<file path="src/rtl/alu_ctrl_muldiv_seq_if.sv">
// EX-stage bundle between the pipeline and the ALU control / RV32M sequencer:
// decode fields, operands, control outputs and multiply/divide result.
interface alu_ctrl_muldiv_seq_if #(
    parameter int XLEN = 32
);
    logic [1:0]      ALUOp;
    logic [2:0]      function3;
    logic            funct7_5;
    logic            funct7_0;
    logic            issue;
    logic            flush;
    logic [XLEN-1:0] op_a;
    logic [XLEN-1:0] op_b;
    logic [3:0]      ALU_sel;
    logic            illegal;
    logic            md_sel;
    logic            stall;
    logic [XLEN-1:0] md_result;
    logic            md_done;

    modport master (
        output ALUOp, function3, funct7_5, funct7_0, issue, flush, op_a, op_b,
        input  ALU_sel, illegal, md_sel, stall, md_result, md_done
    );

    modport slave (
        input  ALUOp, function3, funct7_5, funct7_0, issue, flush, op_a, op_b,
        output ALU_sel, illegal, md_sel, stall, md_result, md_done
    );
endinterface

</file>
<file path="src/rtl/alu_ctrl_muldiv_seq.sv">
// EX-stage ALU control decode plus an iterative RV32M multiply/divide
// sequencer that stalls the pipeline for one bit per cycle.
module alu_ctrl_muldiv_seq #(
    parameter int XLEN = 32
) (
    input logic                 clk,
    input logic                 rst,
    alu_ctrl_muldiv_seq_if.slave bus
);
    localparam int CW = $clog2(XLEN + 1);
    localparam logic [CW-1:0]   ITER    = CW'(XLEN);
    localparam logic [CW-1:0]   LAST    = CW'(1);
    localparam logic [XLEN-1:0] MIN_NEG = {1'b1, {(XLEN-1){1'b0}}};

    typedef enum logic [1:0] {IDLE, MUL, DIV, DONE} state_t;

    state_t            r_state;
    logic [CW-1:0]     r_count;
    logic [2*XLEN-1:0] r_prod;
    logic [XLEN-1:0]   r_opB;
    logic              r_negHi;
    logic              r_negRem;
    logic [1:0]        r_f3;
    logic [XLEN-1:0]   r_result;
    logic              r_done;

    logic [3:0]        w_aluSel;
    logic              w_illegal;
    logic              w_mOp;

    always_comb begin
        w_aluSel  = 4'b0010;
        w_illegal = 1'b0;
        w_mOp     = 1'b0;
        case (bus.ALUOp)
            2'b00: w_aluSel = 4'b0010;
            2'b01: begin
                case (bus.function3)
                    3'b000, 3'b001: w_aluSel = 4'b0110;
                    3'b100, 3'b101: w_aluSel = 4'b1010;
                    3'b110, 3'b111: w_aluSel = 4'b1011;
                    default:        w_illegal = 1'b1;
                endcase
            end
            2'b10: begin
                if (bus.funct7_0) begin
                    w_mOp = 1'b1;
                end else if (bus.funct7_5 && bus.function3 != 3'b000 && bus.function3 != 3'b101) begin
                    w_illegal = 1'b1;
                end else begin
                    case (bus.function3)
                        3'b000:  w_aluSel = bus.funct7_5 ? 4'b0110 : 4'b0010;
                        3'b001:  w_aluSel = 4'b0111;
                        3'b010:  w_aluSel = 4'b1010;
                        3'b011:  w_aluSel = 4'b1011;
                        3'b100:  w_aluSel = 4'b0100;
                        3'b101:  w_aluSel = bus.funct7_5 ? 4'b1001 : 4'b1000;
                        3'b110:  w_aluSel = 4'b0001;
                        default: w_aluSel = 4'b0000;
                    endcase
                end
            end
            default: begin
                // ADDI etc. carry immediate bits in instr[30]; only shifts look at it
                case (bus.function3)
                    3'b000:  w_aluSel = 4'b0010;
                    3'b001:  w_aluSel = 4'b0111;
                    3'b010:  w_aluSel = 4'b1010;
                    3'b011:  w_aluSel = 4'b1011;
                    3'b100:  w_aluSel = 4'b0100;
                    3'b101:  w_aluSel = bus.funct7_5 ? 4'b1001 : 4'b1000;
                    3'b110:  w_aluSel = 4'b0001;
                    default: w_aluSel = 4'b0000;
                endcase
            end
        endcase
    end

    logic            w_divSigned;
    logic            w_aNeg;
    logic            w_bNeg;
    logic [XLEN-1:0] w_absA;
    logic [XLEN-1:0] w_absB;
    logic            w_divOvf;

    // Only MULHU and the unsigned divides treat op_a as unsigned; op_b is signed for MUL/MULH only
    assign w_divSigned = ~bus.function3[0];
    assign w_aNeg  = bus.op_a[XLEN-1] & (bus.function3[2] ? w_divSigned : (bus.function3 != 3'b011));
    assign w_bNeg  = bus.op_b[XLEN-1] & (bus.function3[2] ? w_divSigned : (bus.function3[2:1] == 2'b00));
    assign w_absA  = w_aNeg ? -bus.op_a : bus.op_a;
    assign w_absB  = w_bNeg ? -bus.op_b : bus.op_b;
    assign w_divOvf = w_divSigned && bus.op_a == MIN_NEG && bus.op_b == {XLEN{1'b1}};

    logic [XLEN:0]     w_addSum;
    logic [2*XLEN-1:0] w_mulNext;
    logic [2*XLEN-1:0] w_mulFinal;
    logic [XLEN-1:0]   w_mulResult;

    assign w_addSum    = {1'b0, r_prod[2*XLEN-1:XLEN]} + {1'b0, (r_prod[0] ? r_opB : {XLEN{1'b0}})};
    assign w_mulNext   = {w_addSum, r_prod[XLEN-1:1]};
    assign w_mulFinal  = r_negHi ? -w_mulNext : w_mulNext;
    assign w_mulResult = (r_f3 == 2'b00) ? w_mulFinal[XLEN-1:0] : w_mulFinal[2*XLEN-1:XLEN];

    logic [XLEN:0]   w_divShift;
    logic [XLEN:0]   w_divDiff;
    logic            w_divFit;
    logic [XLEN-1:0] w_divRem;
    logic [XLEN-1:0] w_divQuo;
    logic [XLEN-1:0] w_divResult;

    // r_prod holds {partial remainder, dividend/quotient shift register} while dividing
    assign w_divShift  = {r_prod[2*XLEN-1:XLEN], r_prod[XLEN-1]};
    assign w_divDiff   = w_divShift - {1'b0, r_opB};
    assign w_divFit    = ~w_divDiff[XLEN];
    assign w_divRem    = w_divFit ? w_divDiff[XLEN-1:0] : w_divShift[XLEN-1:0];
    assign w_divQuo    = {r_prod[XLEN-2:0], w_divFit};
    assign w_divResult = r_f3[1] ? (r_negRem ? -w_divRem : w_divRem)
                                 : (r_negHi ? -w_divQuo : w_divQuo);

    always_ff @(posedge clk) begin
        if (rst) begin
            r_state  <= IDLE;
            r_count  <= '0;
            r_prod   <= '0;
            r_opB    <= '0;
            r_negHi  <= 1'b0;
            r_negRem <= 1'b0;
            r_f3     <= '0;
            r_result <= '0;
            r_done   <= 1'b0;
        end else if (bus.flush) begin
            r_state <= IDLE;
            r_count <= '0;
            r_done  <= 1'b0;
        end else begin
            r_done <= 1'b0;
            case (r_state)
                IDLE: begin
                    if (bus.issue && w_mOp) begin
                        r_prod   <= {{XLEN{1'b0}}, w_absA};
                        r_opB    <= w_absB;
                        r_negHi  <= w_aNeg ^ w_bNeg;
                        r_negRem <= w_aNeg;
                        r_f3     <= bus.function3[1:0];
                        if (!bus.function3[2]) begin
                            r_state <= MUL;
                            r_count <= ITER;
                        end else if (bus.op_b == '0) begin
                            r_state  <= DONE;
                            r_result <= bus.function3[1] ? bus.op_a : {XLEN{1'b1}};
                            r_done   <= 1'b1;
                        end else if (w_divOvf) begin
                            r_state  <= DONE;
                            r_result <= bus.function3[1] ? {XLEN{1'b0}} : bus.op_a;
                            r_done   <= 1'b1;
                        end else begin
                            r_state <= DIV;
                            r_count <= ITER;
                        end
                    end
                end
                MUL: begin
                    r_prod  <= w_mulNext;
                    r_count <= r_count - 1'b1;
                    if (r_count == LAST) begin
                        r_state  <= DONE;
                        r_result <= w_mulResult;
                        r_done   <= 1'b1;
                    end
                end
                DIV: begin
                    r_prod  <= {w_divRem, w_divQuo};
                    r_count <= r_count - 1'b1;
                    if (r_count == LAST) begin
                        r_state  <= DONE;
                        r_result <= w_divResult;
                        r_done   <= 1'b1;
                    end
                end
                default: r_state <= IDLE;
            endcase
        end
    end

    assign bus.ALU_sel   = w_aluSel;
    assign bus.illegal   = w_illegal;
    assign bus.md_sel    = w_mOp;
    assign bus.stall     = (r_state == IDLE && bus.issue && w_mOp) || r_state == MUL || r_state == DIV;
    assign bus.md_result = r_result;
    assign bus.md_done   = r_done;
endmodule

</file>
<file path="src/flat_wrapper.sv">
// flat-port wrapper written by rule: the top's interface ports become plain ports
module alu_ctrl_muldiv_seq_flat 
#(
    parameter int XLEN = 32
)
  (clk, rst, bus_ALUOp, bus_function3, bus_funct7_5, bus_funct7_0, bus_issue, bus_flush, bus_op_a, bus_op_b, bus_ALU_sel, bus_illegal, bus_md_sel, bus_stall, bus_md_result, bus_md_done);
  alu_ctrl_muldiv_seq_if #(.XLEN(XLEN)) bus_i ();
  input logic clk;
  input logic rst;
  input wire logic [$bits(bus_i.ALUOp)-1:0] bus_ALUOp;
  input wire logic [$bits(bus_i.function3)-1:0] bus_function3;
  input wire logic [$bits(bus_i.funct7_5)-1:0] bus_funct7_5;
  input wire logic [$bits(bus_i.funct7_0)-1:0] bus_funct7_0;
  input wire logic [$bits(bus_i.issue)-1:0] bus_issue;
  input wire logic [$bits(bus_i.flush)-1:0] bus_flush;
  input wire logic [$bits(bus_i.op_a)-1:0] bus_op_a;
  input wire logic [$bits(bus_i.op_b)-1:0] bus_op_b;
  output wire logic [$bits(bus_i.ALU_sel)-1:0] bus_ALU_sel;
  output wire logic [$bits(bus_i.illegal)-1:0] bus_illegal;
  output wire logic [$bits(bus_i.md_sel)-1:0] bus_md_sel;
  output wire logic [$bits(bus_i.stall)-1:0] bus_stall;
  output wire logic [$bits(bus_i.md_result)-1:0] bus_md_result;
  output wire logic [$bits(bus_i.md_done)-1:0] bus_md_done;
  assign bus_i.ALUOp = bus_ALUOp;
  assign bus_i.function3 = bus_function3;
  assign bus_i.funct7_5 = bus_funct7_5;
  assign bus_i.funct7_0 = bus_funct7_0;
  assign bus_i.issue = bus_issue;
  assign bus_i.flush = bus_flush;
  assign bus_i.op_a = bus_op_a;
  assign bus_i.op_b = bus_op_b;
  assign bus_ALU_sel = bus_i.ALU_sel;
  assign bus_illegal = bus_i.illegal;
  assign bus_md_sel = bus_i.md_sel;
  assign bus_stall = bus_i.stall;
  assign bus_md_result = bus_i.md_result;
  assign bus_md_done = bus_i.md_done;
  alu_ctrl_muldiv_seq #(.XLEN(XLEN)) u_core (.clk(clk), .rst(rst), .bus(bus_i));
endmodule
</file>
<file path="config.mk">
export PLATFORM = sky130hd
export DESIGN_NAME = alu_ctrl_muldiv_seq_flat
export DESIGN_NICKNAME = d
export VERILOG_FILES = /design/src/rtl/alu_ctrl_muldiv_seq_if.sv /design/src/rtl/alu_ctrl_muldiv_seq.sv /design/src/flat_wrapper.sv
export SDC_FILE = /design/constraint.sdc
export NUM_CORES = 1
export LEC_CHECK = 0
export CORE_ASPECT_RATIO = 1.4
export CORE_MARGIN = 3
export CORE_UTILIZATION = 45
export DETAILED_ROUTE_END_ITERATION = 10
export GPL_TIMING_DRIVEN = 0
export SYNTH_ARGS = -nofsm -noshare
export SYNTH_HDL_FRONTEND = slang
export SYNTH_SLANG_ARGS = --single-unit
</file>
<file path="constraint.sdc">
create_clock -name clk -period 10.87 [get_ports clk]
set_input_delay 1.087 -clock clk [delete_from_list [all_inputs] [get_ports clk]]
set_output_delay 1.087 -clock clk [all_outputs]
set_load 0.02 [all_outputs]
</file>
==> flow_metrics.py <==
metrics = {
    "sta": {
        "setup_ws_ps": 3330,
        "finalSetupViolations": 0,
        "fmax_ghz": 0.133,
        "worst_pin_slew_ps": 1260,
        "finalCritPeriodShare": 0.694,
        "hold_violations": 0,
        "final_max_slew_viol_count": 0,
        "clock_skew_ps": 14.6,
        "min_period_ps": 7540,
        "fin_tns_setup_ps": 0,
        "slew_headroom": 0.150,
        "rsz0062_at_grt": "no",
    },
    "global_routing": {
        "grt-ovfl-total": 0,
        "grt_util_all_layers": 0.421,
        "grt_max_degree": 17,
        "first_global_vias": 19900,
        "grt_pass1_wl_um": 126000,
        "antenna_found_initial": 5,
    },
    "floorplanning": {
        "placementRows": 83,
        "die_x_um": 169,
        "die-area_um2": 39800,
        "io_pins": 115,
        "die_y_um": 235,
        "start_util": 0.458,
        "coreArea_um2": 36800,
    },
    "routing": {
        "drtIter0Drc": 1991,
        "vias": 20700,
        "vias_per_cell": 6.82,
        "wirelength_um": 87000,
        "drt-pass1-iter-count": 6,
        "drc_errors": 0,
        "routedWlPerCell_um": 28.6,
        "ant_nets": 0,
    },
    "clock_tree": {
        "tritoncts": "yes",
        "numCtsBuffers": 17,
        "clock_sinks": 141,
        "post-cts-setup-buffers": 0,
        "htreeDepth": 4,
        "clk_pin_slew_ps": 70,
        "cts-resized-gates": 0,
        "cts_hold_buf": 0,
        "clock_insertion_delay_worst_skew_ps": 460,
        "clockBufferDepth": 2,
        "cts_root_buf": "clkbuf_16",
    },
    "power_and_ir_drop": {
        "vdd_ir_drop_max_mv": 0.0970,
        "powerDensity_nw_per_um2": 94.5,
        "p_leak_nw": 7.04,
        "power_mw": 1.81,
    },
    "synth": {
        "ys_types": 90,
        "ys_warn_count": 0,
        "synth_compound_area_frac": 0.333,
        "synth_flop_cell": "dfxtp_1",
        "synthXorXnorAreaFrac": 0.0890,
        "avgSynthCellArea_um2": 6.93,
        "synth_mux_area_frac": 0.0190,
        "synth-edff-count": 0,
        "syn_nets": 2585,
        "synth_fa_ha_area_frac": 0.0791,
        "synth_cells": 2428,
        "syn-cell-area_um2": 16800,
        "synth_top_family_by_area": "compound AO/OA/AOI/OAI gates",
        "synthArstFlopShare": 0,
        "synthSimpleGateAreaFrac": 0.254,
        "ys_ff_latch": 141,
        "yosysSeqAreaShare": 0.168,
    },
    "cells_and_area": {
        "final_cell_mix": "nand2_1, nor2_1, a21oi_1",
        "drive_gt1_frac": 0.0389,
        "final_common_cell": "nand2_1",
        "finish.instance_area_um2": 19100,
        "fill_cells": 3818,
        "instances_no_fill": 3039,
        "multi_input_area_um2": 13000,
        "layout.nets": 2714,
        "seq_area_um2": 2820,
        "area_delta_synth_final_pct": 13.7,
    },
    "critical_path": {
        "critPathMaxStageDelay_ps": 720,
        "r2r-start": "u_core.r_prod[54]",
        "worstPathCellList": "ha_1 > clkbuf_1 > a21oi_1 > o21ai_1 > a211oi_1 > o21ai_0 > nor3_2 > nor2_4 > inv_2 > buf_4 > clkbuf_1 > buf_1 > nor2_1 > a21oi_1 > ha_1 > inv_1 > nor4_1 > mux2i_1 > or4_1 > buf_2 > a211oi_1 > a211oi_1 > a221oi_1 > nor4_1",
        "path_max_fanout": 10,
        "path_delay_family": "compound AO/OA/AOI/OAI gates",
        "endpoint": "u_core.bus.md_result[16]",
        "reg2reg_to": "u_core.bus.md_result[16]",
        "startpoint": "u_core.r_prod[54]",
        "startpoint_type": "flop",
        "worst_path_max_delay_cell": "nor3_2",
        "worstPathArrival_ps": 7860,
        "reg2reg_depth": 24,
        "path_class": "reg2reg",
        "end_kind": "flop",
        "crit_cells": 24,
        "critPathRequiredTime_ps": 11190,
        "path_common_cell": "a211oi_1",
        "cp_num_buf_inv": 7,
        "ff2ff_setup_slack_ps": 3330,
    },
    "place": {
        "port_buffers": 110,
        "place_ws_ps": 3690,
        "dpl.cell_count": 3005,
        "place_area_um2": 18500,
        "place_congestion": 1.09,
        "dp_hpwl_um": 70600,
    },
    "min_path": {
        "hold_class": "reg2reg",
        "holdPathStages": 2,
    },
    "status": {
        "status": "finished, final reports clean",
    },
    "job": {
        "cap_violations": 0,
    },
}
routing by layer:
metal	up-vias	GRT usage	part of all wire
met3	473	0.0868	0.077
li1	9305	-	-
met2	1181	0.705	0.47
met5	-	0	0.00028
met4	4	0.371	0.11
met1	9769	0.442	0.34
worst min-delay path by stage:
stage	slack, ps	from	endpoint
finish	460	u_core.r_opB[31]	u_core.r_opB[31]
global placement	440	u_core.r_opB[31]	u_core.r_opB[31]
global route	490	u_core.r_opB[31]	u_core.r_opB[31]
floorplan	430	u_core.r_opB[31]	u_core.r_opB[31]
detailed placement	460	u_core.r_opB[31]	u_core.r_opB[31]
CTS	460	u_core.r_opB[31]	u_core.r_opB[31]
Yosys cell counts, types with 14 or more instances:
cell,instances,area share
nand2_1,272,0.061
nor2_1,248,0.055
a21oi_1,197,0.059
o21ai_0,169,0.050
clkbuf_1,154,0.034
dfxtp_1,141,0.17
xnor2_1,90,0.047
xor2_1,81,0.042
ha_1,80,0.060
inv_1,70,0.016
a211oi_1,67,0.030
nor3_1,67,0.020
a221oi_1,50,0.026
nand3_1,49,0.015
or3_1,46,0.017
a21o_1,40,0.018
o31ai_1,36,0.016
a22oi_1,35,0.016
nor4_1,35,0.013
maj3_1,29,0.017
a211o_1,28,0.015
o211ai_1,23,0.010
and2_1,21,0.0078
nand2b_1,21,0.0078
nand4_1,21,0.0078
or4_1,21,0.0094
a22o_1,19,0.0099
a31oi_1,18,0.0067
o21a_1,18,0.0080
mux2i_1,17,0.010
a311oi_1,16,0.0083
or2_2,16,0.0060
and3_1,15,0.0056
buf_1,14,0.0031
o41ai_1,14,0.0073
metrics by stage:
stage           util  hold WS [ps]
2_1_floorplan      -           432
3_3_place_gp   0.503           445
3_5_place_dp   0.504           455
4_1_cts        0.520           464
5_1_grt        0.520           487
6_report       0.520           460
state kept, by name (all words and copies together) (netlist names):
register              flops
u_core.r_state            2
u_core.r_f3               2
u_core.r_count            6
u_core.bus.md_done        1
u_core.r_negRem           1
u_core.bus.md_result     32
u_core.r_negHi            1
u_core.r_opB             32
u_core.r_prod            64
power breakdown:
group | switching, mW | internal (mW) | total, mW
clock | 0.288 | 0.329 | 0.616
combinational | 0.456 | 0.207 | 0.663
sequential | 0.00432 | 0.522 | 0.526
layout make-up:
cell class                      count  area share
Buffer                            179      0.0365
Clock inverter                     15     0.00923
Inverter                           73      0.0143
Tap cell                          467      0.0306
Timing Repair Buffer              110      0.0576
Clock buffer                       17      0.0223
Sequential cell                   141       0.148
Antenna cell                        2    0.000262
Multi-Input combinational cell   2035       0.682
worst register-to-register path, stage by stage, from the launching register on:
cell      delay [ps]
dfxtp_1          520
ha_1             300
clkbuf_1         200
a21oi_1          320
o21ai_1          200
a211oi_1         330
o21ai_0          260
nor3_2           720
nor2_4           160
inv_2            130
buf_4            220
clkbuf_1         430
buf_1            600
nor2_1            80
a21oi_1          210
ha_1             210
inv_1            100
nor4_1           410
mux2i_1          200
or4_1            520
buf_2            190
a211oi_1         360
a211oi_1          90
a221oi_1         550
nor4_1           110
kinds of logic (layout without fill, tap and decap cells):
| logic type | Yosys count | after routing |
|---|---|---|
| compound gates | 832 | 832 |
| xor+xnor | 171 | 171 |
| fa+ha+maj | 111 | 111 |
| buf+inv | 252 | 394 |
| flops | 141 | 141 |
| mux | 30 | 30 |
| other cells | 0 | 2 |
| simple gates | 891 | 891 |
Note: power is estimated with default switching activity, not from simulation.
